[src/rtl/clk_div_pkg.sv]
// Shared types and helpers for the multi-channel integer clock divider.
package clk_div_pkg;

    typedef enum logic {
        BYPASS = 1'b0,
        DIVIDE = 1'b1
    } state_e;

    localparam int MIN_DIV_RATIO = 2;

    // High-phase length of a divided period; the caller sizes the result to RATIO_W+1 bits.
    function automatic logic [31:0] high_len(input logic [31:0] r);
        return (r + 32'd1) >> 1;
    endfunction

endpackage

[src/rtl/clk_div_multi_if.sv]
// Control and output bundle of the multi-channel clock divider.
interface clk_div_multi_if #(
    parameter int NUM_CH  = 4,
    parameter int RATIO_W = 8
);
    logic [NUM_CH-1:0]         i_clk_en;
    logic [NUM_CH*RATIO_W-1:0] i_div_ratio;
    logic [NUM_CH-1:0]         o_div_clk;
    logic [NUM_CH-1:0]         o_div_tick;
    logic [NUM_CH-1:0]         o_divide_active;

    modport master (
        output i_clk_en, i_div_ratio,
        input  o_div_clk, o_div_tick, o_divide_active
    );

    modport slave (
        input  i_clk_en, i_div_ratio,
        output o_div_clk, o_div_tick, o_divide_active
    );
endinterface

[src/rtl/clk_div_ch.sv]
// One divider channel: BYPASS/DIVIDE FSM, period counter, registered clock and tick.
module clk_div_ch
    import clk_div_pkg::*;
#(
    parameter int RATIO_W = 8
) (
    input  logic               i_ref_clk,
    input  logic               i_rst_n,
    input  logic               i_clk_en,
    input  logic [RATIO_W-1:0] i_div_ratio,
    output logic               o_div_clk,
    output logic               o_div_tick,
    output logic               o_divide_active
);

    state_e             state_q, state_d;
    logic [RATIO_W-1:0] cnt_q, cnt_d;
    logic [RATIO_W-1:0] ratio_q, ratio_d;
    logic               clk_q, clk_d;
    logic               tick_q, tick_d;
    logic               req;
    logic               boundary;
    logic [RATIO_W:0]   high_d;

    assign req      = i_clk_en && (i_div_ratio >= RATIO_W'(MIN_DIV_RATIO));
    assign boundary = (cnt_q == ratio_q - RATIO_W'(1));

    always_ff @(posedge i_ref_clk or negedge i_rst_n) begin
        if (!i_rst_n) begin
            state_q <= BYPASS;
            cnt_q   <= '0;
            ratio_q <= '0;
            clk_q   <= 1'b0;
            tick_q  <= 1'b1;
        end else begin
            state_q <= state_d;
            cnt_q   <= cnt_d;
            ratio_q <= ratio_d;
            clk_q   <= clk_d;
            tick_q  <= tick_d;
        end
    end

    // Ratio and enable are sampled only on entry and at the period boundary.
    always_comb begin
        state_d = state_q;
        cnt_d   = cnt_q;
        ratio_d = ratio_q;
        unique case (state_q)
            BYPASS: begin
                if (req) begin
                    state_d = DIVIDE;
                    ratio_d = i_div_ratio;
                    cnt_d   = '0;
                end
            end
            DIVIDE: begin
                if (!boundary) begin
                    cnt_d = cnt_q + RATIO_W'(1);
                end else if (req) begin
                    ratio_d = i_div_ratio;
                    cnt_d   = '0;
                end else begin
                    state_d = BYPASS;
                    cnt_d   = '0;
                end
            end
            default: state_d = BYPASS;
        endcase

        high_d = (RATIO_W+1)'(high_len(32'(ratio_d)));
        clk_d  = (state_d == DIVIDE) && ({1'b0, cnt_d} < high_d);
        tick_d = (state_d == BYPASS) || (cnt_d == '0);
    end

    // The select is the registered state bit, so the switch happens only on a boundary edge.
    assign o_div_clk       = (state_q == DIVIDE) ? clk_q : i_ref_clk;
    assign o_div_tick      = tick_q;
    assign o_divide_active = (state_q == DIVIDE);

endmodule

[src/rtl/clk_div_multi.sv]
// NUM_CH independent integer clock dividers sharing one reference clock.
module clk_div_multi #(
    parameter int NUM_CH  = 4,
    parameter int RATIO_W = 8
) (
    input  logic            i_ref_clk,
    input  logic            i_rst_n,
    clk_div_multi_if.slave  bus
);

    logic [NUM_CH-1:0] div_clk;
    logic [NUM_CH-1:0] div_tick;
    logic [NUM_CH-1:0] divide_active;

    for (genvar k = 0; k < NUM_CH; k++) begin : g_ch
        clk_div_ch #(
            .RATIO_W(RATIO_W)
        ) u_ch (
            .i_ref_clk      (i_ref_clk),
            .i_rst_n        (i_rst_n),
            .i_clk_en       (bus.i_clk_en[k]),
            .i_div_ratio    (bus.i_div_ratio[k*RATIO_W +: RATIO_W]),
            .o_div_clk      (div_clk[k]),
            .o_div_tick     (div_tick[k]),
            .o_divide_active(divide_active[k])
        );
    end

    assign bus.o_div_clk       = div_clk;
    assign bus.o_div_tick      = div_tick;
    assign bus.o_divide_active = divide_active;

endmodule

[src/flat_wrapper.sv]
// flat-port wrapper written by rule: the top's interface ports become plain ports
module clk_div_multi_flat 
#(
    parameter int NUM_CH  = 4,
    parameter int RATIO_W = 8
)
  (i_ref_clk, i_rst_n, bus_i_clk_en, bus_i_div_ratio, bus_o_div_clk, bus_o_div_tick, bus_o_divide_active);
  clk_div_multi_if #(.NUM_CH(NUM_CH), .RATIO_W(RATIO_W)) bus_i ();
  input  logic i_ref_clk;
  input  logic i_rst_n;
  input wire logic [$bits(bus_i.i_clk_en)-1:0] bus_i_clk_en;
  input wire logic [$bits(bus_i.i_div_ratio)-1:0] bus_i_div_ratio;
  output wire logic [$bits(bus_i.o_div_clk)-1:0] bus_o_div_clk;
  output wire logic [$bits(bus_i.o_div_tick)-1:0] bus_o_div_tick;
  output wire logic [$bits(bus_i.o_divide_active)-1:0] bus_o_divide_active;
  assign bus_i.i_clk_en = bus_i_clk_en;
  assign bus_i.i_div_ratio = bus_i_div_ratio;
  assign bus_o_div_clk = bus_i.o_div_clk;
  assign bus_o_div_tick = bus_i.o_div_tick;
  assign bus_o_divide_active = bus_i.o_divide_active;
  clk_div_multi #(.NUM_CH(NUM_CH), .RATIO_W(RATIO_W)) u_core (.i_ref_clk(i_ref_clk), .i_rst_n(i_rst_n), .bus(bus_i));
endmodule
[config.mk]
export PLATFORM = sky130hd
export DESIGN_NAME = clk_div_multi_flat
export DESIGN_NICKNAME = d
export VERILOG_FILES = /design/src/rtl/clk_div_pkg.sv /design/src/rtl/clk_div_multi_if.sv /design/src/rtl/clk_div_ch.sv /design/src/rtl/clk_div_multi.sv /design/src/flat_wrapper.sv
export SDC_FILE = /design/constraint.sdc
export NUM_CORES = 1
export LEC_CHECK = 0
export CORE_ASPECT_RATIO = 0.75
export CORE_UTILIZATION = 59
export CTS_CLUSTER_DIAMETER = 60
export DETAILED_ROUTE_END_ITERATION = 10
export GPL_ROUTABILITY_DRIVEN = 0
export GPL_TIMING_DRIVEN = 0
export HOLD_SLACK_MARGIN = 0.08
export PLACE_DENSITY = 0.81
export SKIP_CTS_REPAIR_TIMING = 1
export SLEW_MARGIN = 10
export SYNTH_ARGS = -nofsm -noshare
export SYNTH_HDL_FRONTEND = slang
export SYNTH_SLANG_ARGS = --single-unit
[constraint.sdc]
create_clock -name i_ref_clk -period 6.1 [get_ports i_ref_clk]
set_clock_uncertainty 0.1 [all_clocks]
set_input_delay 1.22 -clock i_ref_clk [delete_from_list [all_inputs] [get_ports i_ref_clk]]
set_output_delay 1.22 -clock i_ref_clk [all_outputs]
set_load 0.02 [all_outputs]
; ---- Word-level counts from Yosys, hierarchy flattened
; Cells that the tools add are included.
; Widths: inputs -> output; s select.
[classes]
n_addsub = 12
order_cmp = 8
eq_ne = 4
mux = 40
n_bitwise = 8
reduce_logical = 16
[ops]
columns = cell, n
row1 = $mux 8, 16
row2 = $pmux 8 s2, 8
row3 = $add 8x1->9 const B, 4
row4 = $add 8x1->8 const B, 4
row5 = $eq 8x8->1, 4
row6 = $ge 8x2->1 const B, 4
row7 = $logic_not 8->1, 4
row8 = $lt 8x8->1, 4
row9 = $sub 8x1->8 const B, 4
row10 = $mux 1, 12
row11 = $logic_and 1x1->1, 8
row12 = $not 1->1, 8
row13 = $pmux 1 s2, 4
row14 = $logic_or 1x1->1, 4
[word_totals]
regBits = 76
in_bits = 38
out_inout_bits = 12
elab_cells = 108

; ---- Depth between registers and ports, before layout
; Gate-level depths: netlist (run 1).
[depth]
depth_word = 8
ltp_mapped = 24
ltp_nobuf = 22

; ---- Modules after synthesis
; Synthesis (run 1) repeated with hierarchy kept, for this count alone.
[unflattened]
cells_unflattened = 771
hier_area_um2 = 7138.1
[by_module_without_submodules]
columns = module, n_inst, cells_per_inst, area_per_inst_um2, seq_area_each_um2
row1 = clk_div_ch (u_core.g_ch[0].u_ch ...), 3, 195, 1821.7, 476.7
row2 = clk_div_ch (u_core.g_ch[1].u_ch), 1, 186, 1672.9, 476.7

==> results.cfg, run 1 <==
[synth]
avgSynthCellArea_um2 = 8.99
netlist_instances = 663
ys_seq_area_share_pct = 32.0
ys_ff_latch = 76
ys_types = 69
synth_area_um2 = 5960
synth-edff-count = 0
synthesis.nets = 741
yosys_warnings = 0
synthArstFlopShare_pct = 100
ys.flop_type = dfrtp_1

[detailed_routing]
drc = 0
vias = 5359
wl_um = 14600
ant_nets = 0
drt-initial-drc-count = 457
viasPerCell = 6.20
dr.pass1.iters = 6
post_drt_wl_per_cell_um = 16.9

[placed_design]
io_buffer_count = 49
dp_hpwl_um = 10600
pre_cts_slack_ns = 0.0544

[sta]
setup_violations = 0
setup_tns_ns = 0
fin_crit_ns = 5.55
slew_headroom_pct = 31.9
finalCritPeriodShare_pct = 91.0
rsz0062_at_grt = false
setup_slack_ns = 0.551
slew_violations = 0
worst_slew_pin_slew_ns = 1.01
hold_viol_final = 0
timing.fmax_mhz = 180

[grt]
grt_max_degree = 48
grt_pass1_vias = 5066
busiest_layer = met2
antenna_found_initial = 0
grt_use_met2_pct = 46.8
track_usage_pct = 29.3
grt_pass1_wl_um = 24300
met3_usage_pct = 7.08
overflow = 0
grt.met1_usage_pct = 38.5

[floorplanning]
design.core.area_um2 = 9740
die_y_um = 89.0
pin_count = 50
num_rows = 31
dieArea_um2 = 10500
start_util_pct = 61.2
die_x_um = 118

[clock_network]
clk_pin_slew_ns = 0.06
clock_latency_ns = 0.45
tritoncts = built

[critical_path]
critPathLaunchType = clock port
worst_setup_path_end_kind = primary output
crit_path_max_fanout = 2
crit_arrival_ns = 4.23
worst-r2r-setup-slack_ns = 0.56
cp.required_ns = 4.78
crit_type = clock port to primary output

[worst_hold_path]
hold_path.class = flop to flop

[power_and_ir_drop]
p_switching_mw = 0.994
internal_power_mw = 1.58
pwr-share-seq_pct = 28.8
p_leak_nw = 2.90
p_comb_share_pct = 42.9
max-vdd-ir-drop_mv = 0.221
switching_share_pct = 38.7
clkPwrFrac_pct = 28.3
power.density_nw_per_um2 = 364

[layout]
final_cell_mix = 72 x dfrtp_1, 52 x nand2_1, 48 x clkdlybuf4s50_1
layout-drive-gt1-share_pct = 12.0
area_growth_pct = 18.3
final_common_cell = dfrtp_1
nets = 806
n_antenna_cell = 0

[outcome]
outcome = complete, no violations

[run]
maxCapViolCount = 0
==> flip-flops by register name (all words and copies together), names as in the netlist <==
register	flops
u_core.g_ch.u_ch.clk_q	4
u_core.g_ch.u_ch.cnt_q	32
u_core.g_ch.u_ch.o_div_tick	4
u_core.g_ch.u_ch.o_divide_active	4
u_core.g_ch.u_ch.ratio_q	32
==> synthesized netlist by cell type (8+ instances only) <==
cell,instances,area (um2)
nand3_1,39,195
mux2_2,28,315
nand4_1,17,106
or4_1,10,75.1
mux2i_1,14,140
dfrtp_1,72,1800
nor3_1,10,50.1
and3_1,17,106
ha_1,40,500
inv_1,20,75.1
xnor2_1,47,412
o21ai_0,43,215
a21oi_1,19,95.1
xor2_1,28,245
buf_4,14,105
nand2_1,52,195
nor2_1,42,158
o31ai_1,8,60.1
nor2b_1,12,75.1
a21o_1,9,67.6
clkbuf_1,24,90.1
==> cell type report <==
type,instances,area [um2]
timing repair buffer,46,475
sequential,76,1910
tap,132,165
inverter,20,75.1
buffer,44,231
multi-input combinational,523,3750
fill,722,2690
clock buffer,20,397
clock inverter,4,47.5
==> metal layers <==
metal,vias up,part of all wire (%)
li1,2529,-
met1,2553,45
met2,237,47
met3,40,6.5
met4,0,1.9
met5,-,0
==> path summary, 6_finish.rpt <==
kind,from,depth (start not counted),to
setup / recovery,i_ref_clk,5,bus_o_div_clk[1]
hold / removal,u_core.g_ch[0].u_ch.ratio_q[7]$_DFF_PN0_,1,u_core.g_ch[0].u_ch.ratio_q[7]$_DFF_PN0_
setup reg to reg,u_core.g_ch[2].u_ch.ratio_q[0]$_DFF_PN0_,24,u_core.g_ch[2].u_ch.clk_q$_DFF_PN0_
hold reg to reg,u_core.g_ch[0].u_ch.ratio_q[7]$_DFF_PN0_,1,u_core.g_ch[0].u_ch.ratio_q[7]$_DFF_PN0_
max in group asynchronous,i_rst_n,2,u_core.g_ch[3].u_ch.o_div_tick$_DFF_PN1_
min in group asynchronous,i_rst_n,1,u_core.g_ch[2].u_ch.ratio_q[0]$_DFF_PN0_
==> cells by family (layout without fill, tap and decap cells) <==
| kind of cell | count (synthesis) | in the layout | share of synthesized area, % |
|---|---|---|---|
| simple gates | 237 | 237 | 20.9 |
| mux | 42 | 42 | 7.64 |
| xor+xnor | 76 | 76 | 11.4 |
| fa+ha+maj | 40 | 40 | 8.40 |
| compound gates | 128 | 128 | 14.5 |
| buf+inv | 64 | 134 | 5.14 |
| flops | 76 | 76 | 32.0 |
==> critical path, cell delays in order <==
cell	delay, ns
clkbuf_16	0.13
clkbuf_16	0.14
mux2_2	0.26
buf_4	0.13
clkdlybuf4s50_1	0.52
==> stage by stage <==
stage / cells / utilization [%] / hold WS [ns] / power (mW) / instance area, um2
global route: 865 / 72.4 / 0.521 / 2.75 / 7050
floorplan: 663 / - / 0.422 / 1.54 / 5960
detailed placement: 845 / 68.2 / 0.469 / 1.84 / 6640
CTS: 865 / 72.3 / 0.482 / 2.56 / 7040
finish: 865 / 72.4 / 0.488 / 2.57 / 7050
global placement: 844 / 67.9 / 0.446 / 1.77 / 6610
==> power groups by stage <==
stage          logic (mW)  clock network (mW)  registers [mW]
5_1_grt              1.23               0.765           0.755
6_report             1.10               0.726           0.741
4_1_cts              1.09               0.738           0.736
3_5_place_dp         1.06              0.0359           0.744
2_1_floorplan       0.803              0.0247           0.708
3_3_place_gp        0.998              0.0359           0.735
(Power assumes the default switching activity.)
==> run 2: changes to the inputs <==
--- a/config.mk
+++ b/config.mk
@@ -6,15 +6,16 @@
 export NUM_CORES = 1
 export LEC_CHECK = 0
 export CORE_ASPECT_RATIO = 0.75
-export CORE_UTILIZATION = 59
+export CORE_UTILIZATION = 64
 export CTS_CLUSTER_DIAMETER = 60
 export DETAILED_ROUTE_END_ITERATION = 10
 export GPL_ROUTABILITY_DRIVEN = 0
 export GPL_TIMING_DRIVEN = 0
 export HOLD_SLACK_MARGIN = 0.08
-export PLACE_DENSITY = 0.81
+export PLACE_DENSITY = 0.87
 export SKIP_CTS_REPAIR_TIMING = 1
 export SLEW_MARGIN = 10
 export SYNTH_ARGS = -nofsm -noshare
 export SYNTH_HDL_FRONTEND = slang
 export SYNTH_SLANG_ARGS = --single-unit
+export TNS_END_PERCENT = 5
==> constraint.sdc (replaced) <==
create_clock -name i_ref_clk -period 6.9 [get_ports i_ref_clk]
set_clock_uncertainty 0.1 [all_clocks]
set_input_delay 1.38 -clock i_ref_clk [delete_from_list [all_inputs] [get_ports i_ref_clk]]
set_output_delay 1.38 -clock i_ref_clk [all_outputs]
set_load 0.02 [all_outputs]
==> run 2 against run 1 <==
Net effect: critical path type unchanged; critical endpoint unchanged; wire length up 1.5%; non-clock buffer count stayed put; sequential power fell by 12%; largest cell class unchanged; critical path depth unchanged.
==> results.cfg, run 2 (synthesis results as in run 1) <==
[outcome]
outcome = complete, no violations

[critical_path]
cpPeakStageDelay_ns = 0.52
crit_slowest_cell = clkdlybuf4s50_1
critPathLaunchType = clock port
cp_common_cell = clkbuf_16
crit_path_max_fanout = 2
path_cells = clkbuf_16, clkbuf_16, mux2_2, buf_4, clkdlybuf4s50_1
crit_type = clock port to primary output
cp.required_ns = 5.42
worst_setup_path_end_kind = primary output
crit_arrival_ns = 4.62

[layout]
area_growth_pct = 17.9
nFillCells = 614
final_common_cell = dfrtp_1
stdcell_area_um2 = 7020
final_cell_mix = 72 x dfrtp_1, 52 x nand2_1, 48 x clkdlybuf4s50_1
post-route-util_pct = 77.6
layout-drive-gt1-share_pct = 11.5
largestRegisters = u_core.g_ch.u_ch.cnt_q x32, u_core.g_ch.u_ch.ratio_q x32
n_antenna_cell = 0
nets = 806

[floorplanning]
design.core.area_um2 = 9050
num_rows = 30
pin_count = 50
dieArea_um2 = 9700
die_x_um = 113
start_util_pct = 65.9
die_y_um = 85.6

[detailed_routing]
viasPerCell = 6.26
drt-initial-drc-count = 372
wl_um = 14800
dr.pass1.iters = 5
post_drt_wl_per_cell_um = 17.2
drc = 0
ant_nets = 0
vias = 5387

[grt]
track_usage_pct = 32.6
grt_pass1_vias = 5436
antenna_found_initial = 0
grt_max_degree = 41
overflow = 0
grt_pass1_wl_um = 24900

[clock_network]
tritoncts = built
clk_pin_slew_ns = 0.05
clock_latency_ns = 0.46

[power_and_ir_drop]
pwr-share-seq_pct = 28.9
switching_share_pct = 38.5
max-vdd-ir-drop_mv = 0.242
finalPower_mw = 2.27
p_comb_share_pct = 42.8
internal_power_mw = 1.39
power.density_nw_per_um2 = 322
p_leak_nw = 2.89
p_switching_mw = 0.873
clkPwrFrac_pct = 28.4

[run]
maxCapViolCount = 0

[sta]
rsz0062_at_grt = false
hold_viol_final = 0
setup_violations = 0
slew_violations = 0
slew_headroom_pct = 26.9
hold-worst-slack_ns = 0.479
worst_slew_pin_slew_ns = 1.08
setup_tns_ns = 0

[placed_design]
dp_hpwl_um = 10600
placed_area_um2 = 6630
io_buffer_count = 49

[worst_hold_path]
hold_path.class = flop to flop
==> run 2: worst max-delay path, delay by kind of cell <==
family                 cells  cell delay (ns)
muxes                      1             0.26
buffers and inverters      4             0.92
==> run 2: layer usage <==
layer / wire [um] / global-route usage (%)
met1: 6520 / 41.4
met4: 323 / 12.9
met2: 7000 / 53.0
met5: 0 / 0
met3: 985 / 9.40
==> run 2: stage by stage <==
step	setup slack (ns)	cells
6_report	0.799	861
5_1_grt	0.747	861
4_1_cts	0.791	861
3_5_place_dp	0.691	841
3_3_place_gp	0.788	840
2_1_floorplan	1.58	663
==> run 2: cell type report <==
type	instances	area, um2	share of cell area, %
clock inverters	1	30.0	0.428
flip-flops and latches	76	1910	27.1
well taps	128	160	2.28
inverters	20	75.1	1.07
clock buffers	23	408	5.81
plain buffers	44	231	3.30
multi-input cells	523	3740	53.3
repair buffers	46	468	6.66
==> run 2: power groups by stage <==
stage / sequential, mW / combinational, mW / clock [mW]
detailed placement: 0.654 / 0.930 / 0.0317
CTS: 0.648 / 0.949 / 0.651
global placement: 0.650 / 0.877 / 0.0318
global route: 0.665 / 1.07 / 0.675
finish: 0.654 / 0.969 / 0.643
floorplan: 0.626 / 0.710 / 0.0218
==> run 2: worst paths after layout <==
path | to | cells after the start | startpoint | slack, ns
setup / recovery | bus_o_div_clk[1] | 5 | i_ref_clk | 0.80
hold / removal | u_core.g_ch[2].u_ch.ratio_q[7]$_DFF_PN0_ | 2 | u_core.g_ch[2].u_ch.ratio_q[7]$_DFF_PN0_ | 0.48
setup reg to reg | u_core.g_ch[2].u_ch.clk_q$_DFF_PN0_ | 22 | u_core.g_ch[2].u_ch.ratio_q[0]$_DFF_PN0_ | 1.48
hold reg to reg | u_core.g_ch[2].u_ch.ratio_q[7]$_DFF_PN0_ | 2 | u_core.g_ch[2].u_ch.ratio_q[7]$_DFF_PN0_ | 0.48
max in group asynchronous | u_core.g_ch[3].u_ch.o_div_tick$_DFF_PN1_ | 2 | i_rst_n | 5.28
min in group asynchronous | u_core.g_ch[2].u_ch.ratio_q[1]$_DFF_PN0_ | 1 | i_rst_n | 0.78
